==> src/rtl/ghost_move_scheduler_if.sv <==
// Request/response link between the ghost move scheduler and the shared
// wall-collision checker.
interface ghost_move_scheduler_if;
    logic       chk_req;
    logic [9:0] chk_x;
    logic [8:0] chk_y;
    logic [1:0] chk_dir;
    logic       chk_ack;
    logic       chk_free;

    modport master (
        output chk_req,
        output chk_x,
        output chk_y,
        output chk_dir,
        input  chk_ack,
        input  chk_free
    );

    modport slave (
        input  chk_req,
        input  chk_x,
        input  chk_y,
        input  chk_dir,
        output chk_ack,
        output chk_free
    );
endinterface

==> src/rtl/ghost_move_scheduler.sv <==
// Per-tick ghost movement sequencer sharing one wall-collision checker.
// Optional statistics counters are built when GHOST_SCHED_STATS_EN is defined.
//
//  state  | meaning
//  IDLE   | waiting for a movement tick (or a pending one)
//  ISSUE  | latch the current ghost's position/direction for the checker
//  WAIT   | checker request outstanding, bounded by CHK_TIMEOUT
//  COMMIT | emit step or turn pulse for the current ghost
module ghost_move_scheduler #(
    parameter int NUM_GHOSTS  = 4,
    parameter int TICK_BITS   = 17,
    parameter int CHK_TIMEOUT = 15
) (
    input  logic                     i_clk,
    input  logic                     i_rst,
    input  logic                     i_enable,
    input  logic [NUM_GHOSTS*10-1:0] i_ghost_x,
    input  logic [NUM_GHOSTS*9-1:0]  i_ghost_y,
    input  logic [NUM_GHOSTS*2-1:0]  i_ghost_dir,
    ghost_move_scheduler_if.master   chk,
    output logic [NUM_GHOSTS-1:0]    o_step,
    output logic [NUM_GHOSTS-1:0]    o_turn,
    output logic [1:0]               o_new_dir,
    output logic                     o_busy,
    output logic                     o_round_done
`ifdef GHOST_SCHED_STATS_EN
    ,
    output logic [7:0]               o_overrun_cnt,
    output logic [7:0]               o_timeout_cnt
`endif
);

    localparam int         IDX_W = (NUM_GHOSTS > 1) ? $clog2(NUM_GHOSTS) : 1;
    localparam logic [7:0] TMO   = 8'(CHK_TIMEOUT);

    typedef enum logic [1:0] {
        ST_IDLE   = 2'd0,
        ST_ISSUE  = 2'd1,
        ST_WAIT   = 2'd2,
        ST_COMMIT = 2'd3
    } state_t;

    state_t                 r_state;
    state_t                 w_next_state;

    logic [TICK_BITS-1:0]   r_tick_cnt;
    logic [7:0]             r_lfsr;
    logic                   r_pending;
    logic [IDX_W-1:0]       r_idx;
    logic [7:0]             r_wait_cnt;
    logic                   r_blocked;
    logic                   r_chk_req;
    logic [9:0]             r_chk_x;
    logic [8:0]             r_chk_y;
    logic [1:0]             r_chk_dir;

    logic                   w_tick;
    logic                   w_lfsr_fb;
    logic                   w_start;
    logic                   w_last;
    logic                   w_ack_take;
    logic                   w_timeout;
    logic                   w_pend_set;
    logic [1:0]             w_cand;
    logic [NUM_GHOSTS-1:0]  w_onehot;
    logic [9:0]             w_sel_x;
    logic [8:0]             w_sel_y;
    logic [1:0]             w_sel_dir;

    assign w_tick     = &r_tick_cnt;
    assign w_lfsr_fb  = r_lfsr[7] ^ r_lfsr[5] ^ r_lfsr[4] ^ r_lfsr[3];
    assign w_cand     = r_lfsr[1:0];
    assign w_last     = (r_idx == IDX_W'(NUM_GHOSTS - 1));
    assign w_onehot   = NUM_GHOSTS'(1) << r_idx;
    assign w_pend_set = w_tick && i_enable && (r_state != ST_IDLE) && !r_pending;

    assign chk.chk_req = r_chk_req;
    assign chk.chk_x   = r_chk_x;
    assign chk.chk_y   = r_chk_y;
    assign chk.chk_dir = r_chk_dir;

    always_comb begin
        w_sel_x   = '0;
        w_sel_y   = '0;
        w_sel_dir = '0;
        for (int i = 0; i < NUM_GHOSTS; i++) begin
            if (r_idx == IDX_W'(i)) begin
                w_sel_x   = i_ghost_x[10*i +: 10];
                w_sel_y   = i_ghost_y[9*i +: 9];
                w_sel_dir = i_ghost_dir[2*i +: 2];
            end
        end
    end

    always_ff @(posedge i_clk) begin
        if (i_rst) begin
            r_state <= ST_IDLE;
        end else begin
            r_state <= w_next_state;
        end
    end

    always_comb begin
        w_next_state = r_state;
        w_start      = 1'b0;
        w_ack_take   = 1'b0;
        w_timeout    = 1'b0;
        o_step       = '0;
        o_turn       = '0;
        o_new_dir    = 2'b00;
        o_round_done = 1'b0;
        o_busy       = (r_state != ST_IDLE);
        case (r_state)
            ST_IDLE: begin
                if ((w_tick && i_enable) || r_pending) begin
                    w_start      = 1'b1;
                    w_next_state = ST_ISSUE;
                end
            end
            ST_ISSUE: begin
                w_next_state = ST_WAIT;
            end
            ST_WAIT: begin
                if (chk.chk_ack) begin
                    w_ack_take   = 1'b1;
                    w_next_state = ST_COMMIT;
                end else if (r_wait_cnt == 8'd0) begin
                    w_timeout    = 1'b1;
                    w_next_state = ST_COMMIT;
                end
            end
            ST_COMMIT: begin
                if (r_blocked) begin
                    o_turn = w_onehot;
                    // Never reload the direction the ghost already has.
                    o_new_dir = (w_cand == r_chk_dir) ? (r_chk_dir + 2'd1) : w_cand;
                end else begin
                    o_step = w_onehot;
                end
                if (w_last) begin
                    o_round_done = 1'b1;
                    w_next_state = ST_IDLE;
                end else begin
                    w_next_state = ST_ISSUE;
                end
            end
            default: begin
                w_next_state = ST_IDLE;
            end
        endcase
    end

    always_ff @(posedge i_clk) begin
        if (i_rst) begin
            r_tick_cnt <= '0;
            r_lfsr     <= 8'hA5;
            r_pending  <= 1'b0;
            r_idx      <= '0;
            r_wait_cnt <= '0;
            r_blocked  <= 1'b0;
            r_chk_req  <= 1'b0;
            r_chk_x    <= '0;
            r_chk_y    <= '0;
            r_chk_dir  <= '0;
        end else begin
            r_tick_cnt <= r_tick_cnt + TICK_BITS'(1);
            r_lfsr     <= {r_lfsr[6:0], w_lfsr_fb};
            r_chk_req  <= (w_next_state == ST_WAIT);

            if (w_start) begin
                r_pending <= 1'b0;
            end else if (w_pend_set) begin
                r_pending <= 1'b1;
            end

            if (w_start) begin
                r_idx <= '0;
            end else if ((r_state == ST_COMMIT) && !w_last) begin
                r_idx <= r_idx + IDX_W'(1);
            end

            // Wait budget is a down-counter; terminal count zero means timeout.
            if (r_state == ST_ISSUE) begin
                r_chk_x    <= w_sel_x;
                r_chk_y    <= w_sel_y;
                r_chk_dir  <= w_sel_dir;
                r_wait_cnt <= TMO;
            end else if (r_state == ST_WAIT) begin
                if (w_ack_take) begin
                    r_blocked <= ~chk.chk_free;
                end else if (w_timeout) begin
                    r_blocked <= 1'b1;
                end else begin
                    r_wait_cnt <= r_wait_cnt - 8'd1;
                end
            end
        end
    end

`ifdef GHOST_SCHED_STATS_EN
    logic [7:0] r_overrun_cnt;
    logic [7:0] r_timeout_cnt;
    logic       w_overrun;

    assign w_overrun = w_tick && i_enable && (r_state != ST_IDLE) && r_pending;

    always_ff @(posedge i_clk) begin
        if (i_rst) begin
            r_overrun_cnt <= '0;
            r_timeout_cnt <= '0;
        end else begin
            if (w_overrun && (r_overrun_cnt != 8'hFF)) begin
                r_overrun_cnt <= r_overrun_cnt + 8'd1;
            end
            if (w_timeout && (r_timeout_cnt != 8'hFF)) begin
                r_timeout_cnt <= r_timeout_cnt + 8'd1;
            end
        end
    end

    assign o_overrun_cnt = r_overrun_cnt;
    assign o_timeout_cnt = r_timeout_cnt;
`endif

endmodule
==> src/flat_wrapper.sv <==
// flat-port wrapper written by rule: the top's interface ports become plain ports
module ghost_move_scheduler_flat 
#(
    parameter int NUM_GHOSTS  = 4,
    parameter int TICK_BITS   = 17,
    parameter int CHK_TIMEOUT = 15
)
  (i_clk, i_rst, i_enable, i_ghost_x, i_ghost_y, i_ghost_dir, o_step, o_turn, o_new_dir, o_busy, o_round_done, chk_chk_req, chk_chk_x, chk_chk_y, chk_chk_dir, chk_chk_ack, chk_chk_free);
  ghost_move_scheduler_if chk_i ();
  input  logic i_clk;
  input  logic i_rst;
  input  logic i_enable;
  input  logic [NUM_GHOSTS*10-1:0] i_ghost_x;
  input  logic [NUM_GHOSTS*9-1:0] i_ghost_y;
  input  logic [NUM_GHOSTS*2-1:0] i_ghost_dir;
  output logic [NUM_GHOSTS-1:0] o_step;
  output logic [NUM_GHOSTS-1:0] o_turn;
  output logic [1:0] o_new_dir;
  output logic o_busy;
  output logic o_round_done;
  output wire logic [$bits(chk_i.chk_req)-1:0] chk_chk_req;
  output wire logic [$bits(chk_i.chk_x)-1:0] chk_chk_x;
  output wire logic [$bits(chk_i.chk_y)-1:0] chk_chk_y;
  output wire logic [$bits(chk_i.chk_dir)-1:0] chk_chk_dir;
  input wire logic [$bits(chk_i.chk_ack)-1:0] chk_chk_ack;
  input wire logic [$bits(chk_i.chk_free)-1:0] chk_chk_free;
  assign chk_chk_req = chk_i.chk_req;
  assign chk_chk_x = chk_i.chk_x;
  assign chk_chk_y = chk_i.chk_y;
  assign chk_chk_dir = chk_i.chk_dir;
  assign chk_i.chk_ack = chk_chk_ack;
  assign chk_i.chk_free = chk_chk_free;
  ghost_move_scheduler #(.NUM_GHOSTS(NUM_GHOSTS), .TICK_BITS(TICK_BITS), .CHK_TIMEOUT(CHK_TIMEOUT)) u_core (.i_clk(i_clk), .i_rst(i_rst), .i_enable(i_enable), .i_ghost_x(i_ghost_x), .i_ghost_y(i_ghost_y), .i_ghost_dir(i_ghost_dir), .chk(chk_i), .o_step(o_step), .o_turn(o_turn), .o_new_dir(o_new_dir), .o_busy(o_busy), .o_round_done(o_round_done));
endmodule
==> config.mk <==
export PLATFORM = sky130hd
export DESIGN_NAME = ghost_move_scheduler_flat
export DESIGN_NICKNAME = d
export VERILOG_FILES = /design/src/rtl/ghost_move_scheduler_if.sv /design/src/rtl/ghost_move_scheduler.sv /design/src/flat_wrapper.sv
export SDC_FILE = /design/constraint.sdc
export NUM_CORES = 1
export LEC_CHECK = 0
export ABC_CLOCK_PERIOD_IN_PS = 5500
export BUFFER_PORTS_ARGS = -buffer_cell sky130_fd_sc_hd__buf_2
export CELL_PAD_IN_SITES_DETAIL_PLACEMENT = 1
export CELL_PAD_IN_SITES_GLOBAL_PLACEMENT = 2
export CORE_ASPECT_RATIO = 0.7
export CORE_MARGIN = 3
export CORE_UTILIZATION = 28
export DETAILED_ROUTE_END_ITERATION = 10
export PLACE_DENSITY = 0.88
export SLEW_MARGIN = 20
export SYNTH_ARGS = -nofsm -noshare
export SYNTH_HDL_FRONTEND = slang
export SYNTH_SLANG_ARGS = --single-unit
==> constraint.sdc <==
create_clock -name i_clk -period 5.5 [get_ports i_clk]
set_clock_uncertainty 0.15 [all_clocks]
set_input_delay 0.275 -clock i_clk [delete_from_list [all_inputs] [get_ports i_clk]]
set_output_delay 0.275 -clock i_clk [all_outputs]
set_load 0.01 [all_outputs]
==> results of run 1 <==
[power groups by stage]
stage          logic, mW  registers, mW  clock network, mW
3_5_place_dp      0.0658          0.464                  0
4_1_cts           0.0663          0.454              0.641
2_1_floorplan     0.0275          0.463                  0
6_report          0.0657          0.454              0.621
5_1_grt           0.0730          0.455              0.663
3_3_place_gp      0.0650          0.464                  0
[layer usage]
| metal | vias up | wire length (um) | GRT usage, % |
|---|---|---|---|
| met4 | 0 | 204 | 6.51 |
| met3 | 16 | 525 | 4.27 |
| met2 | 79 | 4790 | 28.0 |
| li1 | 1601 | - | - |
| met5 | - | 0 | 0 |
| met1 | 1588 | 5140 | 22.6 |
[worst max-delay path: stages, from the launching register on]
cell and delay, ps:
dfxtp_1 320, inv_1 100, ha_1 780, nor2b_1 300, buf_4 290, a221o_1 310
a221oi_1 260, nor3_1 90
[sequential cells by signal, summed over array words and instances (netlist names), 2 cells and up]
signal and cells:
u_core.r_tick_cnt 17, u_core.chk.chk_x 10, u_core.chk.chk_y 9, u_core.r_lfsr 8, u_core.r_wait_cnt 8, u_core.chk.chk_dir 2
u_core.r_idx 2, u_core.r_state 2
[layout make-up]
type                       count  area share [%]
tap                          148            4.37
clock inverter                 7            2.42
sequential                    61            28.8
inverter                      32            2.83
clock buffer                   9            5.31
multi-input combinational    261            41.1
timing repair buffer         126            15.2
[cell usage after synthesis (all sizes together) (8+ instances only)]
| cell type | instances |
|---|---|
| dfxtp | 61 |
| nor2 | 44 |
| inv | 31 |
| nor3 | 30 |
| a21oi | 28 |
| clkbuf | 23 |
| a221o | 21 |
| a221oi | 21 |
| xnor2 | 14 |
| ha | 13 |
| nor2b | 11 |
| nand2 | 8 |
[cells by family after synthesis]
group | after synthesis | synth area share, %
DFF | 61 | 38.4
adders and majority gates | 13 | 5.12
xor gates and xnor gates | 20 | 5.51
buffers and inverters | 58 | 6.85
AOI/OAI and AO/OA | 92 | 22.0
and+or+nand+nor | 136 | 22.1
[stage by stage]
step	instance area, um^2	setup slack (ps)	total power, mW	instances
floorplan	3180	3610	0.490	380
global placement	3910	2830	0.529	628
detailed placement	3910	2720	0.530	628
CTS	4240	2700	1.16	644
global route	4240	2540	1.19	644
finish	4240	2740	1.14	644
[worst max-delay path by stage]
stage | end | depth (start not counted) | from | slack [ps]
floorplan | u_core.r_wait_cnt[0] | 6 | u_core.r_wait_cnt[0] | 3610
CTS | u_core.chk.chk_x[2] | 7 | u_core.r_idx[1] | 2700
global placement | u_core.chk.chk_x[6] | 6 | u_core.r_state[1] | 2830
global route | u_core.chk.chk_x[2] | 7 | u_core.r_idx[1] | 2540
detailed placement | u_core.chk.chk_x[2] | 7 | u_core.r_idx[1] | 2720
finish | u_core.chk.chk_x[2] | 7 | u_core.r_idx[1] | 2740
==> out/qor.yml, run 1 <==
fin_crit_sh_pct: 50.1
cts_max_level: 3
power.switching_mw: 0.252
min_from: "chk_chk_free"
drt-wirelength-per-cell_um: 16.6
initial_core_util_pct: 29.7
hold_ws_ps: 12.6
antenna_left: 0
status: "finished, final reports clean"
power_frac_comb_pct: 5.8
worst_setup_path_start_kind: "register"
hold_buffers: 0
yosys_warnings: 0
synth_area_per_cell_um2: 8.37
boundaryPins: 123
swShare_pct: 22.1
synth_area_leaders: "dfxtp_1 38%, a221o_1 6.6%, a221oi_1 5.8%"
final_common_cell: "buf_2"
ir_drop_v: 0.000145
setup.worst_path.class: "reg -> reg"
p_int_mw: 0.889
num_antenna_cells: 0
vias: 3284
post_cts_resized: 0
setup.worst_path.end_class: "register"
synth_edf_count: 0
mostFrequentLayoutCells: "121 x buf_2, 61 x dfxtp_1, 44 x nor2_1, 31 x inv_1, 30 x nor3_1"
place_hpwl_mm: 7.78
pwr-share-clk_pct: 54.4
die_area_um2: 12700
clock_path_buffers: 2
gp_congestion: 0.753
synth_cell_types: 43
synth_seq_area_share_pct: 38.4
dr.pass1.iters: 4
grtUsageTotal_pct: 17.3
relSlewSlack_pct: 37.9
overflow: 0
cts_tree: "done"
numCtsBuffers: 9
worst_pin_slew_ps: 931
syn_area_um2: 3180
finalWirelength_mm: 10.7
dieWidth_um: 133
power_per_cell_area_nw_per_um2: 269
r2r-end: "u_core.chk.chk_x[2]"
pwr-share-seq_pct: 39.8
post_cts_buffers: 0
cp.required_ps: 5540
post-synth-top-area-cell: "dfxtp_1"
timing.rr.start: "u_core.r_idx[1]"
nets: 593
critPathArrivalTime_ps: 2790
die_h_um: 95.2
fin_util_pct: 39.6
via_per_inst: 5.10
drv_cap: 0
reg2reg_setup_slack_ps: 2740
tns_ps: 0
drtIter0Drc: 154
cts-root-buf: "clkbuf_16"
grt_max_degree: 60
setup_violations: 0
leakage_nw: 1.90
num_rows: 31
drive_gt1_share_pct: 29.8
grt_antenna_before_repair: 0
period_minus_slack_ps: 2760
hold_class: "in -> reg"
grt_pass1_vias: 3359
clock_latency_ps: 330
ys.flop_type: "dfxtp_1"
multiInputGateArea_um2: 1740
syn_inst: 380
port_buffers: 122
seqCellArea_um2: 1220
async_flop_share_pct: 0
synth_nets: 482
syn2layout_area_growth_pct: 33.3
rsz0062_at_grt: "false"
hold_viol_final: 0
fmax_mhz: 363
hold-path-endpoint: "u_core.r_blocked"
synth-seq-cells: 61
drv_slew: 0
hold_depth: 2
netlist.area_leader.share_pct: 38.4
clkSlewWorstSetupHoldPaths_ps: 60
worstPathMaxFanout: 24
fill_cells: 1336
reg2reg_depth: 7
drcViolationCount: 0
coreArea_um2: 10700
grt_pass1_wl_mm: 17.5
clock-sinks: 61
(Power assumes the default switching activity.)
==> run 2: changes to the inputs <==
--- a/config.mk
+++ b/config.mk
@@ -5,15 +5,15 @@
 export SDC_FILE = /design/constraint.sdc
 export NUM_CORES = 1
 export LEC_CHECK = 0
-export ABC_CLOCK_PERIOD_IN_PS = 5500
+export ABC_CLOCK_PERIOD_IN_PS = 2630
 export BUFFER_PORTS_ARGS = -buffer_cell sky130_fd_sc_hd__buf_2
 export CELL_PAD_IN_SITES_DETAIL_PLACEMENT = 1
 export CELL_PAD_IN_SITES_GLOBAL_PLACEMENT = 2
 export CORE_ASPECT_RATIO = 0.7
 export CORE_MARGIN = 3
-export CORE_UTILIZATION = 28
+export CORE_UTILIZATION = 27
 export DETAILED_ROUTE_END_ITERATION = 10
-export PLACE_DENSITY = 0.88
+export PLACE_DENSITY = 0.85
 export SLEW_MARGIN = 20
 export SYNTH_ARGS = -nofsm -noshare
 export SYNTH_HDL_FRONTEND = slang
==> constraint.sdc (replaced) <==
create_clock -name i_clk -period 2.63 [get_ports i_clk]
set_clock_uncertainty 0.15 [all_clocks]
set_input_delay 0.1315 -clock i_clk [delete_from_list [all_inputs] [get_ports i_clk]]
set_output_delay 0.1315 -clock i_clk [all_outputs]
set_load 0.01 [all_outputs]
==> out/qor.yml, run 2 (synthesis gave the netlist of run 1 again) <==
status: "finished, final reports clean"
boundaryPins: 123
grt_antenna_before_repair: 0
fin_util_pct: 38.0
drv_slew: 0
swShare_pct: 20.8
grt_max_degree: 45
nets: 600
pwr-share-clk_pct: 49.4
setup.worst_path.end_class: "register"
slowest_stage: "dlygate4sd3_1"
place_hpwl_mm: 7.78
cp_top_family: "buffers and inverters"
fmax_mhz: 401
syn2layout_area_growth_pct: 34.6
rsz0062_at_grt: "false"
cp.required_ps: 2690
hold_class: "in -> reg"
critPathArrivalTime_ps: 2550
cts_tree: "done"
drt-wirelength-per-cell_um: 15.9
grt_pass1_wl_mm: 16.7
reg2reg_setup_slack_ps: 140
drtIter0Drc: 140
grtUsageTotal_pct: 15.6
period_minus_slack_ps: 2490
drive_gt1_share_pct: 30.2
gp_congestion: 0.804
cp.buffers_inverters: 2
power.switching_mw: 0.449
relSlewSlack_pct: 55.2
clkSlewWorstSetupHoldPaths_ps: 50
numCtsBuffers: 9
leakage_nw: 1.92
fill_cells: 1375
pwr-share-seq_pct: 44.1
setup.worst_path.class: "reg -> reg"
ir_drop_v: 0.000329
final_common_cell: "buf_2"
overflow: 0
power_frac_comb_pct: 6.5
seqCellArea_um2: 1220
tns_ps: 0
cts-root-buf: "clkbuf_16"
initial_core_util_pct: 28.3
crit_path_cell_trace: "inv_1 -> ha_1 -> or4bb_4 -> o21a_2 -> nor2_1 -> a311oi_1 -> dlygate4sd3_1"
worst_pin_slew_ps: 672
clock_path_buffers: 2
largest-register: "u_core.r_tick_cnt"
die_h_um: 96.8
p_int_mw: 1.71
multiInputGateArea_um2: 1760
drcViolationCount: 0
power_per_cell_area_nw_per_um2: 505
antenna_left: 0
dr.pass1.iters: 4
setup_violations: 0
cts_max_level: 3
finalWirelength_mm: 10.4
hold_viol_final: 0
vias: 3246
fin_crit_sh_pct: 94.8
grt_pass1_vias: 3357
port_buffers: 122
worst_setup_path_start_kind: "register"
die_area_um2: 13100
coreArea_um2: 11300
num_antenna_cells: 0
post_cts_buffers: 0
max_stage_delay_ps: 590
num_rows: 32
clock-sinks: 61
mostFrequentLayoutCells: "122 x buf_2, 61 x dfxtp_1, 44 x nor2_1, 31 x inv_1, 30 x nor3_1"
largest_reg_flops: 17
drv_cap: 0
dieWidth_um: 136
via_per_inst: 4.95
clock_latency_ps: 320
worstPathMaxFanout: 5
-- run 2: path summary, 6_finish.rpt --
check | start | to | cells past startpoint
worst max-delay path | u_core.r_wait_cnt[0] | u_core.r_blocked | 7
worst min-delay path | i_ghost_x[39] | u_core.chk.chk_x[9] | 3
worst max register to register | u_core.r_wait_cnt[0] | u_core.r_blocked | 7
worst min register to register | u_core.r_lfsr[6] | u_core.r_lfsr[7] | 1
-- run 2: power groups by stage --
stage | registers [mW] | clock network [mW] | logic, mW
finish | 0.952 | 1.07 | 0.140
global route | 0.953 | 1.16 | 0.154
CTS | 0.951 | 1.10 | 0.141
detailed placement | 0.970 | 0 | 0.137
global placement | 0.969 | 0 | 0.137
floorplan | 0.967 | 0 | 0.0574
-- run 2: worst register-to-register path, delay by kind of cell (launching register included) --
family / cells / cell delay, ps
compound gates: 2 / 350
fa+ha+maj: 1 / 180
buf+inv: 2 / 690
flops: 1 / 350
simple gates: 2 / 660
-- run 2: area by class of cell --
| type | instances | area share, % |
|---|---|---|
| inverters | 32 | 2.81 |
| repair buffers | 133 | 16.7 |
| multi-input cells | 261 | 41.1 |
| flip-flops and latches | 61 | 28.5 |
| clock inverters | 1 | 0.117 |
| clock buffers | 15 | 6.26 |
| well taps | 153 | 4.48 |
-- run 2: per-stage QoR --
step / cell area [um^2] / hold slack [ps] / power (mW) / std cells / worst slack, ps
6_report: 4280 / 16.7 / 2.16 / 656 / 138
5_1_grt: 4280 / 12.8 / 2.27 / 656 / 1.50
4_1_cts: 4260 / 5.88 / 2.20 / 656 / 78.4
3_5_place_dp: 3960 / 220 / 1.11 / 637 / 518
3_3_place_gp: 3960 / 218 / 1.11 / 637 / 584
2_1_floorplan: 3180 / 61.0 / 1.02 / 380 / 742
-- run 2: what timing repair did --
item	4_1_cts	5_1_grt
setup endpoints to repair	0	1
hold buffers	3	0
resized for setup	0	5
endpoints found under the hold margin	2	0
-- run 2: per-layer routing --
metal	global-route usage (%)	vias up	part of all wire, %
met5	0	-	0
met4	5.27	0	1.2
met3	4.31	8	4.6
met2	25.7	74	47
met1	19.7	1563	48
li1	-	1601	-
==> run 3: changes to the inputs <==
--- a/config.mk
+++ b/config.mk
@@ -10,7 +10,7 @@
 export CELL_PAD_IN_SITES_DETAIL_PLACEMENT = 1
 export CELL_PAD_IN_SITES_GLOBAL_PLACEMENT = 2
 export CORE_ASPECT_RATIO = 0.7
-export CORE_MARGIN = 3
+export CORE_MARGIN = 8
 export CORE_UTILIZATION = 27
 export DETAILED_ROUTE_END_ITERATION = 10
 export PLACE_DENSITY = 0.85
==> constraint.sdc (replaced) <==
create_clock -name i_clk -period 2.63 [get_ports i_clk]
set_clock_uncertainty 0.15 [all_clocks]
set_input_delay 0.1315 -clock i_clk [delete_from_list [all_inputs] [get_ports i_clk]]
set_output_delay 0.1315 -clock i_clk [all_outputs]
set_load 0.005 [all_outputs]
==> out/qor.yml, run 3 (synthesis gave the netlist of run 1 again) <==
status: "finished, final reports clean"
final_common_cell: "buf_2"
fill_cells: 1417
via_per_inst: 4.97
clock_path_buffers: 2
power_per_cell_area_nw_per_um2: 531
tns_ps: 0
relSlewSlack_pct: 47.1
slowest_stage: "dlygate4sd3_1"
timing.rr.start: "u_core.r_wait_cnt[0]"
grt_max_degree: 38
r2r-end: "u_core.r_blocked"
cts-root-buf: "clkbuf_16"
drtIter0Drc: 130
setup.worst_path.class: "reg -> reg"
drv_slew: 0
finalWirelength_mm: 11.5
max_stage_delay_ps: 570
num_rows: 33
cts_tree: "done"
grtUsageTotal_pct: 15.0
ir_drop_v: 0.000351
initial_core_util_pct: 27.4
grt_pass1_wl_mm: 19.0
setup_violations: 0
reg2reg_setup_slack_ps: 150
dr.pass1.iters: 4
largest_reg_flops: 17
boundaryPins: 123
hold_viol_final: 0
mostFrequentLayoutCells: "122 x buf_2, 61 x dfxtp_1, 44 x nor2_1, 31 x inv_1, 30 x nor3_1"
place_hpwl_mm: 8.54
critPathArrivalTime_ps: 2610
crit_path_cell_trace: "inv_1 -> ha_1 -> or4bb_1 -> o21ai_2 -> a21oi_1 -> a311oi_1 -> dlygate4sd3_1"
reg2reg_depth: 7
drv_cap: 0
drt-wirelength-per-cell_um: 17.1
coreArea_um2: 11600
antenna_left: 0
cts_max_level: 3
largest-register: "u_core.r_tick_cnt"
die_h_um: 107
crit_start: "u_core.r_wait_cnt[0]"
period_minus_slack_ps: 2480
worst_pin_slew_ps: 793
dieWidth_um: 146
numCtsBuffers: 9
fmax_mhz: 403
cp.required_ps: 2760
vias: 3325
fin_crit_sh_pct: 94.4
overflow: 0
clkSlewWorstSetupHoldPaths_ps: 50
num_antenna_cells: 0
port_buffers: 122
finalPower_mw: 2.33
drcViolationCount: 0
hold_class: "in -> reg"
hold_ws_ps: 0.953
worst_setup_path_start_kind: "register"
grt_antenna_before_repair: 0
leakage_nw: 1.96
setup.worst_path.end_class: "register"
rsz0062_at_grt: "false"
clock_latency_ps: 340
syn2layout_area_growth_pct: 37.9
hold_depth: 3
min_from: "i_ghost_y[33]"
die_area_um2: 15600
crit_end: "u_core.r_blocked"
nets: 609
grt_pass1_vias: 3564
drive_gt1_share_pct: 30.3
gp_congestion: 0.780
worstPathMaxFanout: 5
clock-sinks: 61
## run 3: cell types whose count changed in the layout (fill, tap and decap cells not counted), moves of 2 or more
cell and change:
clkinvlp_4 +2, dlygate4sd3_1 +8, clkbuf_1 -4, buf_4 +2
## run 3: metal layers
metal | track usage, % | vias to the layer above | share of wire (%)
met2 | 24.5 | 83 | 46
met5 | 0 | - | 0
met3 | 3.70 | 13 | 3.9
met1 | 18.8 | 1603 | 48
li1 | - | 1626 | -
met4 | 6.07 | 0 | 1.9
## run 3: area by class of cell
class	count	area, um^2	share of cell area, %
Multi-Input combinational cell	261	1750	39.8
Tap cell	157	196	4.48
Clock buffer	11	253	5.76
Sequential cell	61	1220	27.9
Clock inverter	5	58.8	1.34
Timing Repair Buffer	142	788	18.0
Inverter	32	120	2.74
## run 3: through the flow
stage	setup slack (ps)	utilization, %	cells	area (um^2)
2_1_floorplan	742	-	380	3180
3_3_place_gp	658	34.1	642	3960
3_5_place_dp	509	34.1	642	3960
4_1_cts	90.5	37.7	669	4380
5_1_grt	26.3	37.8	669	4380
6_report	147	37.8	669	4380
## run 3: how the worst min path moves through the flow
stage | slack, ps | end
finish | 1 | u_core.chk.chk_y[6]
global route | 20 | u_core.chk.chk_x[5]
CTS | 0.3 | u_core.chk.chk_x[5]
detailed placement | 220 | u_core.r_blocked
global placement | 210 | u_core.r_blocked
floorplan | 60 | u_core.r_state[1]
## run 3: what timing repair did
action                                  in CTS  in global routing
hold buffers                                11                  0
endpoints found under the hold margin       10                  0
buffers inserted                             0                  0
endpoints found under the setup margin       0                  1
gates resized for setup                      0                  2
## run 3: worst max-delay path: cells and delay by family (launching register included)
kind,cells,cell delay [ps]
AO/OA/AOI/OAI,3,550
adder cells (fa/ha/maj),1,170
buffers and inverters,2,670
flip-flops,1,350
AND/OR/NAND/NOR,1,530
## run 3: power breakdown
part | switching [mW] | total, mW | internal, mW
Clock | 0.443 | 1.23 | 0.784
Combinational | 0.0613 | 0.150 | 0.0889
Sequential | 0.0107 | 0.951 | 0.940
Total | 0.515 | 2.33 | 1.81
